**config.mk**
```make
export PLATFORM = sky130hd
export DESIGN_NAME = imem_port_arbiter
export DESIGN_NICKNAME = d
export VERILOG_FILES = /design/src/rtl/imem_port_arbiter_pkg.sv /design/src/rtl/imem_starve_counter.sv /design/src/rtl/imem_port_arbiter.sv
export SDC_FILE = /design/constraint.sdc
export NUM_CORES = 1
export LEC_CHECK = 0
export CORE_AREA = 2 2 97 99
export CTS_BUF_LIST = sky130_fd_sc_hd__clkbuf_8
export DETAILED_ROUTE_END_ITERATION = 8
export DIE_AREA = 0 0 99 101
export GPL_ROUTABILITY_DRIVEN = 0
export PLACE_DENSITY = 0.82
export SLEW_MARGIN = 20
export SYNTH_ARGS = -nofsm -noshare
export SYNTH_HDL_FRONTEND = slang
export SYNTH_SLANG_ARGS = --single-unit
```
**constraint.sdc**
```tcl
create_clock -name clk_i -period 2 [get_ports clk_i]
set_input_delay 0.6 -clock clk_i [delete_from_list [all_inputs] [get_ports clk_i]]
set_output_delay 0.6 -clock clk_i [all_outputs]
set_load 0.05 [all_outputs]
```
**src/rtl/imem_port_arbiter_pkg.sv**
```systemverilog
// Shared definitions for the instruction/data memory port arbiter:
// response-owner state encoding, default geometry and small helpers.
package imem_port_arbiter_pkg;

  localparam int unsigned ADDR_W_DEF     = 6;
  localparam int unsigned STARVE_MAX_DEF = 3;

  typedef enum logic [1:0] {
    ST_IDLE    = 2'b00,
    ST_RESP_IF = 2'b01,
    ST_RESP_DM = 2'b10
  } arb_state_e;

  function automatic logic misaligned(input logic [1:0] byte_off);
    return (byte_off != 2'b00);
  endfunction

endpackage

```
**src/rtl/imem_starve_counter.sv**
```systemverilog
// Counts consecutive cycles in which a pending fetch was denied and
// raises force_if_o once the count reaches STARVE_MAX.
module imem_starve_counter
  import imem_port_arbiter_pkg::*;
#(
  parameter int unsigned STARVE_MAX = STARVE_MAX_DEF
) (
  input  logic clk_i,
  input  logic rst_i,
  input  logic if_req_i,
  input  logic if_gnt_i,
  output logic force_if_o
);

  localparam logic [1:0] CNT_SAT = 2'(STARVE_MAX);

  logic [1:0] cnt_q;
  logic [1:0] cnt_d;

  // Next count: saturating increment on a denied fetch, otherwise clear.
  always_comb begin
    cnt_d = 2'd0;
    if (if_req_i && !if_gnt_i) begin
      if (cnt_q >= CNT_SAT) begin
        cnt_d = CNT_SAT;
      end else begin
        cnt_d = cnt_q + 2'd1;
      end
    end else begin
      cnt_d = 2'd0;
    end
  end

  // Count register.
  always_ff @(posedge clk_i) begin
    if (rst_i) begin
      cnt_q <= 2'd0;
    end else begin
      cnt_q <= cnt_d;
    end
  end

  assign force_if_o = (cnt_q >= CNT_SAT);

endmodule

```
**src/rtl/imem_port_arbiter.sv**
```systemverilog
// Shares one single-ported word memory between instruction fetch and the
// load/store path; data wins ties unless fetch has starved too long.
module imem_port_arbiter
  import imem_port_arbiter_pkg::*;
#(
  parameter int unsigned ADDR_W     = ADDR_W_DEF,
  parameter int unsigned STARVE_MAX = STARVE_MAX_DEF
) (
  input  logic              clk_i,
  input  logic              rst_i,
  input  logic              if_req_i,
  input  logic [31:0]       if_addr_i,
  output logic              if_gnt_o,
  output logic              if_rvalid_o,
  output logic [31:0]       if_rdata_o,
  output logic              stall_if_o,
  input  logic              dm_req_i,
  input  logic              dm_we_i,
  input  logic [3:0]        dm_be_i,
  input  logic [31:0]       dm_addr_i,
  input  logic [31:0]       dm_wdata_i,
  output logic              dm_gnt_o,
  output logic              dm_rvalid_o,
  output logic [31:0]       dm_rdata_o,
  output logic              dm_err_o,
  output logic [ADDR_W-1:0] mem_addr_o,
  output logic              mem_we_o,
  output logic [3:0]        mem_be_o,
  output logic [31:0]       mem_wdata_o,
  input  logic [31:0]       mem_rdata_i
);

  logic        force_if_s;
  logic        if_gnt_s;
  logic        dm_gnt_s;
  logic        misalign_s;
  arb_state_e  state_q;
  arb_state_e  state_d;
  logic [31:0] if_rdata_q;
  logic [31:0] dm_rdata_q;
  logic        dm_err_q;
  logic        unused_addr_s;

  imem_starve_counter #(
    .STARVE_MAX (STARVE_MAX)
  ) u_starve (
    .clk_i      (clk_i),
    .rst_i      (rst_i),
    .if_req_i   (if_req_i),
    .if_gnt_i   (if_gnt_s),
    .force_if_o (force_if_s)
  );

  assign misalign_s = misaligned(dm_addr_i[1:0]);
  assign dm_gnt_s   = dm_req_i & ~(if_req_i & force_if_s);
  assign if_gnt_s   = if_req_i & ~dm_gnt_s;

  assign if_gnt_o    = if_gnt_s;
  assign dm_gnt_o    = dm_gnt_s;
  assign stall_if_o  = if_req_i & ~if_gnt_s;
  assign mem_we_o    = dm_gnt_s & dm_we_i & ~misalign_s;
  assign mem_be_o    = dm_be_i;
  assign mem_wdata_o = dm_wdata_i;

  // Upper byte-address bits fall outside the memory and wrap away.
  assign unused_addr_s = ^{if_addr_i[31:ADDR_W+2], dm_addr_i[31:ADDR_W+2]};

  // Word address of the granted requester.
  always_comb begin
    mem_addr_o = {ADDR_W{1'b0}};
    if (if_gnt_s) begin
      mem_addr_o = if_addr_i[ADDR_W+1:2];
    end else if (dm_gnt_s) begin
      mem_addr_o = dm_addr_i[ADDR_W+1:2];
    end else begin
      mem_addr_o = {ADDR_W{1'b0}};
    end
  end

  // Next response owner follows this cycle's grant.
  always_comb begin
    state_d = ST_IDLE;
    if (if_gnt_s) begin
      state_d = ST_RESP_IF;
    end else if (dm_gnt_s) begin
      state_d = ST_RESP_DM;
    end else begin
      state_d = ST_IDLE;
    end
  end

  // Response valids decoded from the registered owner.
  always_comb begin
    if_rvalid_o = 1'b0;
    dm_rvalid_o = 1'b0;
    case (state_q)
      ST_RESP_IF: if_rvalid_o = 1'b1;
      ST_RESP_DM: dm_rvalid_o = 1'b1;
      default: begin
        if_rvalid_o = 1'b0;
        dm_rvalid_o = 1'b0;
      end
    endcase
  end

  // State and captured read data; stores answer with a zero word.
  always_ff @(posedge clk_i) begin
    if (rst_i) begin
      state_q    <= ST_IDLE;
      if_rdata_q <= 32'h0;
      dm_rdata_q <= 32'h0;
      dm_err_q   <= 1'b0;
    end else begin
      state_q <= state_d;
      if (if_gnt_s) begin
        if_rdata_q <= mem_rdata_i;
      end
      if (dm_gnt_s) begin
        dm_rdata_q <= dm_we_i ? 32'h0 : mem_rdata_i;
      end
      dm_err_q <= dm_gnt_s & misalign_s;
    end
  end

  assign if_rdata_o = if_rdata_q;
  assign dm_rdata_o = dm_rdata_q;
  assign dm_err_o   = dm_err_q;

endmodule

```
==> summary.md, run 1 <==
| Metric | Value |
|---|---|
| Status | `finished clean` |
| VDD IR max | `0.3264 mV` |
| CP endpoint kind | `output port` |
| Top-count cell post-synth | `dfxtp_1` |
| Cell-internal power | `roughly 2.5 mW` |
| Mean post-synth cell area | `11.47 um^2` |
| FF/Latch Area | `1386 um^2` |
| Sequential share of power | `between 40 and 50%` |
| Leakage | `1.829 nW` |
| Initial drt markers | `70` |
| Routed WL per cell | `15.99 um` |
| Nets@finish | `approximately 470` |
| Synth Net Count | `360` |
| Largest cells by area after synthesis | `dfxtp_1 54%, a22o_1 22%, buf_4 11%` |
| Largest net degree at the start of global routing | `18` |
| Die extent in y | `101 um` |
| Overall global routing resource usage | `roughly 14%` |
| Pwr dens | `841.9 nW/um^2` |
| Worst-path fanout max | `8` |
| DIE WIDTH | `99 um` |
| Clk Latency, worst-skew pair | `0.33 ns` |
| Fin util | `between 40% and 50%` |
| Placed Cells incl. Taps | `roughly 430` |
| Worst-path clk slew | `0.07 ns` |
| Core area | `8977 um^2` |
| Clock network fraction of total power | `36.3%` |
| Pre-antenna DRT Iters | `4` |
| Final Setup Violations | `0` |
| Row count | `35` |
| Synth Area in Compound Gates | `24.17%` |
| Starting Density | `28.49%` |
| Post-Synthesis Cells | `223` |
| Relative slew slack | `between 80% and 90%` |
| Crit share post-route | `just under 100%` |
| Multi-input logic area | `923.4 um^2` |
| Detail-routed via count per cell | `4.813` |
| Share of post-route cells with drive strength above 1 | `42.34%` |
| Num CTS Buffers | `9` |
| Register bit total from synthesis | `69` |
| Antenna cells | `0` |
| Largest family of logic cells by synthesized area | `compound AO/OA/AOI/OAI gates` |
| Unique cell type count in the Yosys netlist | `22` |
| Psw | `0.9658 mW` |
| Synth warn | `0` |
| Ys async rst share | `0%` |
| DIE AREA | `9999 um^2` |
| Least-Margin Pin Slew | `between 0.2 and 0.25 ns` |
| Post-synthesis mux area share | `0%` |
| Routed Antenna Nets | `0` |
| Worst path slowest cell | `and3_4` |
| Commonest cells post-synth | `69 x dfxtp_1, 64 x a22o_1, 36 x buf_4` |
| First-pass GRT wire length | `10830 um` |
| Crit path DAT | `1.35 ns` |
| Initial antenna violation count | `0` |
| Root Buffer | `clkbuf_8` |
| Net Sw Frac | `between 20 and 30%` |
| Leading area contributor after synthesis | `dfxtp_1` |
| Crit path kind | `input pin to output port` |
| Number of global-route vias before repair | `2183` |
| CTS tree | `yes` |
| Area grow syn2layout | `59.49%` |
| RSZ-0062 raised after global routing | `no` |
| Via count | `between 2000 and 2500` |
| Critical Path Start Type | `input pin` |
| Register area share after synthesis | `54.01%` |
| Fin cells | `444` |
| Maxcap violations | `0` |
| Filler cells | `811` |
| Synth Area in XOR/XNOR | `less than 1%` |
| Htree depth | `3` |
| CP required | `1.40 ns` |
| Number of enable flip-flop cells after synthesis | `0` |
| WL final | `~7100 um` |
| DRC | `0` |
| Grt total ovfl | `0` |
| # IOs | `between 200 and 300` |
| Clock sinks | `69` |
| Area of the mapped netlist | `approximately 2600 um^2` |
| IO buf count | `127` |
| Clk_skew | `a little over 0.008 ns` |
| Logic pwr share | `20.9%` |
| Ordered list of cells on the worst path | `buf_2 > nand3_4 > nand2_4 > inv_8 > and3_4 > buf_12` |
| Worst min path class | `flop to flop` |
| Area share of fa/ha/maj cells after synthesis | `0%` |
| Clk buf depth | `2` |
| Post-synth top area share | `54.01%` |
| Post-DP HPWL | `5220 um` |
| Clock period minus worst slack | `1.951 ns` |
| Final Hold Fails | `0` |
| Max Slew Vio Count | `0` |
| Post-Synth Simple-Gate Area | `6.018%` |
| Max Freq | `about 510 MHz` |
| Post-synth top flop | `dfxtp_1` |
| Slowest stage delay, CP | `0.21 ns` |
==> cell usage in the layout, fill, tap and decap left out, types with 2 or more instances in the layout <==
| cell | synthesis | layout |
|---|---|---|
| a21oi_4 | 0 | 2 |
| a22o_1 | 64 | 64 |
| buf_12 | 0 | 14 |
| buf_2 | 7 | 2 |
| buf_4 | 36 | 80 |
| buf_6 | 7 | 2 |
| bufinv_16 | 0 | 2 |
| clkbuf_8 | 0 | 10 |
| clkdlybuf4s50_1 | 0 | 33 |
| clkinvlp_4 | 0 | 2 |
| dfxtp_1 | 69 | 67 |
| dlygate4sd2_1 | 0 | 10 |
| dlymetal6s2s_1 | 0 | 5 |
| nand2_2 | 0 | 6 |
| nand3_2 | 0 | 6 |
| nor2_1 | 4 | 3 |
| nor2b_1 | 2 | 2 |
| o21ai_4 | 0 | 6 |
==> flip-flops by register name, summed over array words and instances (netlist names) <==
name / count
u_starve.cnt_q: 2
if_rdata_o: 32
dm_rdata_o: 32
state_q: 2
dm_err_o: 1
==> what timing repair did <==
| action | 4_1_cts | 5_1_grt |
|---|---|---|
| pin swaps | 17 | 1 |
| endpoints found under the setup margin | 10 | 6 |
| gates cloned | 0 | 0 |
| resized for setup | 36 | 6 |
| setup buffers | 2 | 0 |
| hold buffers | 0 | 0 |
==> metal layers <==
metal / up-vias / track usage, % / share of wire (%)
met5: - / 0 / 0
met4: 0 / 5.374 / 1.8
met3: 19 / 5.409 / 7.8
met2: 104 / 23.65 / 48
met1: 1030 / 15.79 / 42
li1: 984 / - / -
==> per-stage QoR <==
step / power [mW] / instance area, um^2 / worst slack [ns] / hold slack, ns / setup TNS (ns)
final: 3.434 / 4079 / 0.04946 / 0.4532 / 0
after CTS: 3.491 / 4064 / 0.0003672 / 0.4720 / 0
after global routing: 3.575 / 4079 / 0.01388 / 0.4715 / 0
after detailed placement: 2.222 / 3784 / -0.3822 / 0.4569 / -21.94
after floorplan: 2.088 / 2641 / 0.02558 / 0.4688 / 0
after global placement: 2.211 / 3784 / -0.3692 / 0.4579 / -21.27
==> power groups by stage <==
stage          logic, mW  registers (mW)  clock network, mW
2_1_floorplan      0.390            1.70                  0
3_3_place_gp       0.712            1.50                  0
3_5_place_dp       0.721            1.50                  0
4_1_cts            0.726            1.47               1.29
5_1_grt            0.748            1.48               1.35
6_report           0.718            1.47               1.25
==> path summary, 6_finish.rpt <==
| path | start | end | slack (ns) | cells past startpoint |
|---|---|---|---|---|
| max reg2reg | u_starve.cnt_q[1] | dm_rdata_o[9] | 0.48 | 6 |
| min reg2reg | u_starve.cnt_q[0] | u_starve.cnt_q[0] | 0.45 | 1 |
| min | u_starve.cnt_q[0] | u_starve.cnt_q[0] | 0.45 | 1 |
| max | if_req_i | mem_we_o | 0.05 | 6 |
==> cell families (layout without fill, tap and decap cells) <==
logic type,Yosys count,in the layout
compound gates,73,73
flops,69,69
buf+inv,53,163
simple gates,27,27
xor+xnor,1,1
==> critical path: cells and delay by family <==
kind | cells | cell delay [ns]
AND/OR/NAND/NOR | 3 | 0.38
buffers and inverters | 3 | 0.36
==> layout make-up <==
| cell class | instances | area share (%) |
|---|---|---|
| Tap cell | 111 | 3.405 |
| Clock buffer | 10 | 3.374 |
| Multi-Input combinational cell | 101 | 22.64 |
| Sequential cell | 69 | 33.99 |
| Timing Repair Buffer | 146 | 34.17 |
| Inverter | 1 | 0.2761 |
| Clock inverter | 6 | 2.147 |
(Power assumes the default switching activity.)
==> inputs of run 2 (changes only) <==
--- a/config.mk
+++ b/config.mk
@@ -5,13 +5,14 @@
 export SDC_FILE = /design/constraint.sdc
 export NUM_CORES = 1
 export LEC_CHECK = 0
-export CORE_AREA = 2 2 97 99
+export CORE_MARGIN = 2
+export CORE_UTILIZATION = 32
 export CTS_BUF_LIST = sky130_fd_sc_hd__clkbuf_8
 export DETAILED_ROUTE_END_ITERATION = 8
-export DIE_AREA = 0 0 99 101
 export GPL_ROUTABILITY_DRIVEN = 0
-export PLACE_DENSITY = 0.82
-export SLEW_MARGIN = 20
+export PLACE_DENSITY = 0.87
+export SLEW_MARGIN = 30
 export SYNTH_ARGS = -nofsm -noshare
 export SYNTH_HDL_FRONTEND = slang
+export SYNTH_HIERARCHICAL = 1
 export SYNTH_SLANG_ARGS = --single-unit
==> summary.md, run 2 <==
| Metric | Value |
|---|---|
| Status | `finished with violations` |
| Failing checks | `negative setup slack` |
| Worst-path clk slew | `0.06 ns (about the same)` |
| CP endpoint kind | `output port` |
| Fin cells | `508 (+14%)` |
| Post-DP HPWL | `5782 um (+11%)` |
| WHS Endpoint | `dm_rdata_o[2]` |
| Fin util | `48.82% (+3.4 points)` |
| Maxcap violations | `0 (unchanged)` |
| Num CTS Buffers | `9 (unchanged)` |
| Post-synth top area share | `49.57% (-4.4 points)` |
| Core area | `8593 um^2 (-4.3%)` |
| Leakage | `1.787 nW (-2.3%)` |
| Least-Margin Pin Slew | `0.2765 ns (+0.06417 ns)` |
| IO buf count | `127 (unchanged)` |
| Crit share post-route | `106.1% (+8.6 points)` |
| Root Buffer | `clkbuf_8` |
| Relative slew slack | `81.57% (-4.3 points)` |
| Hold WS | `0.4517 ns (-0.001466 ns)` |
| Pwr dens | `792.2 nW/um^2 (-5.9%)` |
| Post-Synthesis Cells | `291 (+30%)` |
| Via count | `2517 (+18%)` |
| Synth Net Count | `428 (+19%)` |
| Slowest stage delay, CP | `0.29 ns (+0.08 ns)` |
| Final Hold Fails | `0 (unchanged)` |
| Clock period minus worst slack | `2.122 ns (+0.1715 ns)` |
| Nets@finish | `532 (+14%)` |
| Mean post-synth cell area | `9.575 um^2 (-17%)` |
| Clk Latency, worst-skew pair | `0.33 ns (about the same)` |
| FF/Latch Area | `1384 um^2 (-0.18%)` |
| Initial drt markers | `79 (+13%)` |
| Post-synth top flop | `dfxtp_1` |
| Most frequent cells in the layout | `87 x buf_4, 67 x dfxtp_1, 46 x clkdlybuf4s50_1` |
| Clock sinks | `69 (unchanged)` |
| VDD IR max | `0.4803 mV (+47%)` |
| CP required | `1.40 ns (about the same)` |
| Post-Synth Simple-Gate Area | `19.58% (+14 points)` |
| Number of enable flip-flop cells after synthesis | `0 (unchanged)` |
| CTS tree | `yes` |
| Htree depth | `3 (unchanged)` |
| # IOs | `250 (unchanged)` |
| Routed WL per cell | `16.07 um (+0.51%)` |
| Crit-path leading delay family | `buffers and inverters` |
| Area grow syn2layout | `50.56%` |
| Initial antenna violation count | `0 (unchanged)` |
| Top-count cell post-synth | `dfxtp_1` |
| Unique cell type count in the Yosys netlist | `21 (-4.5%)` |
| Final Setup Violations | `10 (+10)` |
| Reg2Reg Depth | `8 (+2)` |
| RR Startpoint | `u_starve/cnt_q[1]` |
| Synth Area in Compound Gates | `16.48% (-7.7 points)` |
| Ordered list of cells on the worst path | `clkdlybuf4s15_1 > a21bo_4 > buf_6 > and2_4 > buf_12` |
| Synth warn | `6 (+6)` |
| WL final | `8166 um (+15%)` |
| Tot Pwr | `3.324 mW (-3.2%)` |
| Antenna cells | `0 (unchanged)` |
| Row count | `34 (-2.9%)` |
| Placed Cells incl. Taps | `483 (+13%)` |
| Setup TNS | `-0.8169 ns (-0.8169 ns)` |
| Crit path kind | `input pin to output port` |
| Area of the mapped netlist | `2786 um^2 (+9.0%)` |
| Grt total ovfl | `0 (unchanged)` |
| Starting Density | `32.43% (+3.9 points)` |
| Clk_skew | `0.006822 ns (-0.001485 ns)` |
| Register bit total from synthesis | `69 (unchanged)` |
| Synth Area in XOR/XNOR | `0% (-0.34 points)` |
| Final Instance Area | `4195 um^2 (+2.9%)` |
| Pre-antenna DRT Iters | `5 (+1)` |
| Largest family of logic cells by synthesized area | `simple AND/OR/NAND/NOR gates` |
| Placed inst area | `3824 um^2 (+1.1%)` |
| Final Worst Setup Slack | `-0.1220 ns (-0.1715 ns)` |
| Leading area contributor after synthesis | `dfxtp_1` |
| Commonest non-fill, non-tap cell in the layout | `buf_4` |
| Crit path DAT | `1.52 ns (+0.17 ns)` |
| Worst-path fanout max | `6 (-2)` |
| Largest cells by area after synthesis | `dfxtp_1 50%, a22o_1 10%, buf_4 9.7%` |
| Critical path buffer and inverter count | `3 (unchanged)` |
| R2r setup slk | `0.17 ns (-0.31 ns)` |
| Max Freq | `471.3 MHz (-8.1%)` |
| Dpl ws | `-0.5520 ns (-0.1698 ns)` |
| Hold path start | `dm_rdata_o[2]` |
| RSZ-0062 raised after global routing | `yes` |
| Multi-input logic area | `1110 um^2 (+20%)` |
| Number of global-route vias before repair | `2574 (+18%)` |
| Ys async rst share | `0% (unchanged)` |
| Die extent in y | `97.32 um (-3.6%)` |
| Commonest cells post-synth | `69 x dfxtp_1, 44 x nand2_1, 36 x buf_4` |
| DIE WIDTH | `97.32 um (-1.7%)` |
| Filler cells | `809 (-0.25%)` |
| DIE AREA | `9470 um^2 (-5.3%)` |
| Worst r2r dst | `if_rdata_o[25]` |
| Clk buf depth | `2 (unchanged)` |
| Register area share after synthesis | `49.57% (-4.4 points)` |
| Worst min path class | `flop to flop` |
| First-pass GRT wire length | `13130 um (+21%)` |
| Routed Antenna Nets | `0 (unchanged)` |
| Critical Path Start Type | `input pin` |
| Overall global routing resource usage | `17.18% (+3.3 points)` |
| Largest net degree at the start of global routing | `33 (+15)` |
| Hold_buf cts | `0 (unchanged)` |
| Area share of fa/ha/maj cells after synthesis | `0% (unchanged)` |
| Worst path slowest cell | `a21bo_4` |
| Detail-routed via count per cell | `4.955 (+2.9%)` |
| Post-synthesis mux area share | `0% (unchanged)` |
| DRC | `0 (unchanged)` |
| Hold path cells | `2 (+1)` |
| Share of post-route cells with drive strength above 1 | `35.25% (-7.1 points)` |
| Max Slew Vio Count | `0 (unchanged)` |
-- run 2: cell types whose count changed after synthesis, moves of 2 or more --
cell and delta:
nand2_1 +37, a21oi_1 +32, a22o_1 -32, nand3b_1 +31, clkbuf_1 +9, o21ai_1 -6
buf_6 -3, nor4b_2 +2
-- run 2: cells by family (layout without fill, tap and decap cells) --
| kind of cell | after synthesis | count (layout) |
|---|---|---|
| buf+inv | 60 | 168 |
| simple gates | 96 | 96 |
| compound gates | 66 | 67 |
| flops | 69 | 69 |
-- run 2: worst max path at each step --
stage	slack, ns	depth (start not counted)	to	start
after detailed placement	-0.55	7	if_rdata_o[26]	if_req_i
final	-0.12	5	if_gnt_o	dm_req_i
after global placement	-0.56	5	mem_we_o	dm_req_i
after floorplan	-0.02	5	mem_we_o	dm_req_i
after global routing	-0.14	5	if_gnt_o	u_starve/cnt_q[0]
after CTS	-0.12	5	if_gnt_o	u_starve/cnt_q[0]
-- run 2: layout make-up --
type                            count  area share [%]
Clock buffer                       10           3.281
Clock inverter                      6           1.312
Inverter                            1          0.2088
Multi-Input combinational cell    163           26.45
Sequential cell                    69           32.99
Tap cell                          108           3.221
Timing Repair Buffer              150           32.39
Timing Repair inverter              1          0.1491
-- run 2: power by group --
group	leakage, nW	switching [mW]	internal [mW]
registers	0.565	0.0338	1.44
clock network	0.105	0.510	0.597
logic	1.12	0.443	0.305
total	1.79	0.986	2.34
-- run 2: repair_timing --
action,CTS,global route
pin swaps,3,2
gates resized for setup,27,12
cloned,1,1
setup endpoints to repair,42,10
setup buffers,3,4
-- run 2: tightest hold or removal path: cells and delay by family (launching register included) --
kind,cells,cell delay (ns)
AO/OA/AOI/OAI,1,0.05
AND/OR/NAND/NOR,1,0.05
flip-flops,1,0.31
-- run 2: per-layer routing --
metal / global-route usage (%) / vias to the layer above / share of wire [%]
met3: 6.763 / 27 / 9.1
met5: 0 / - / 0
met2: 28.58 / 108 / 48
met1: 19.60 / 1200 / 41
li1: - / 1182 / -
met4: 7.479 / 0 / 2.4
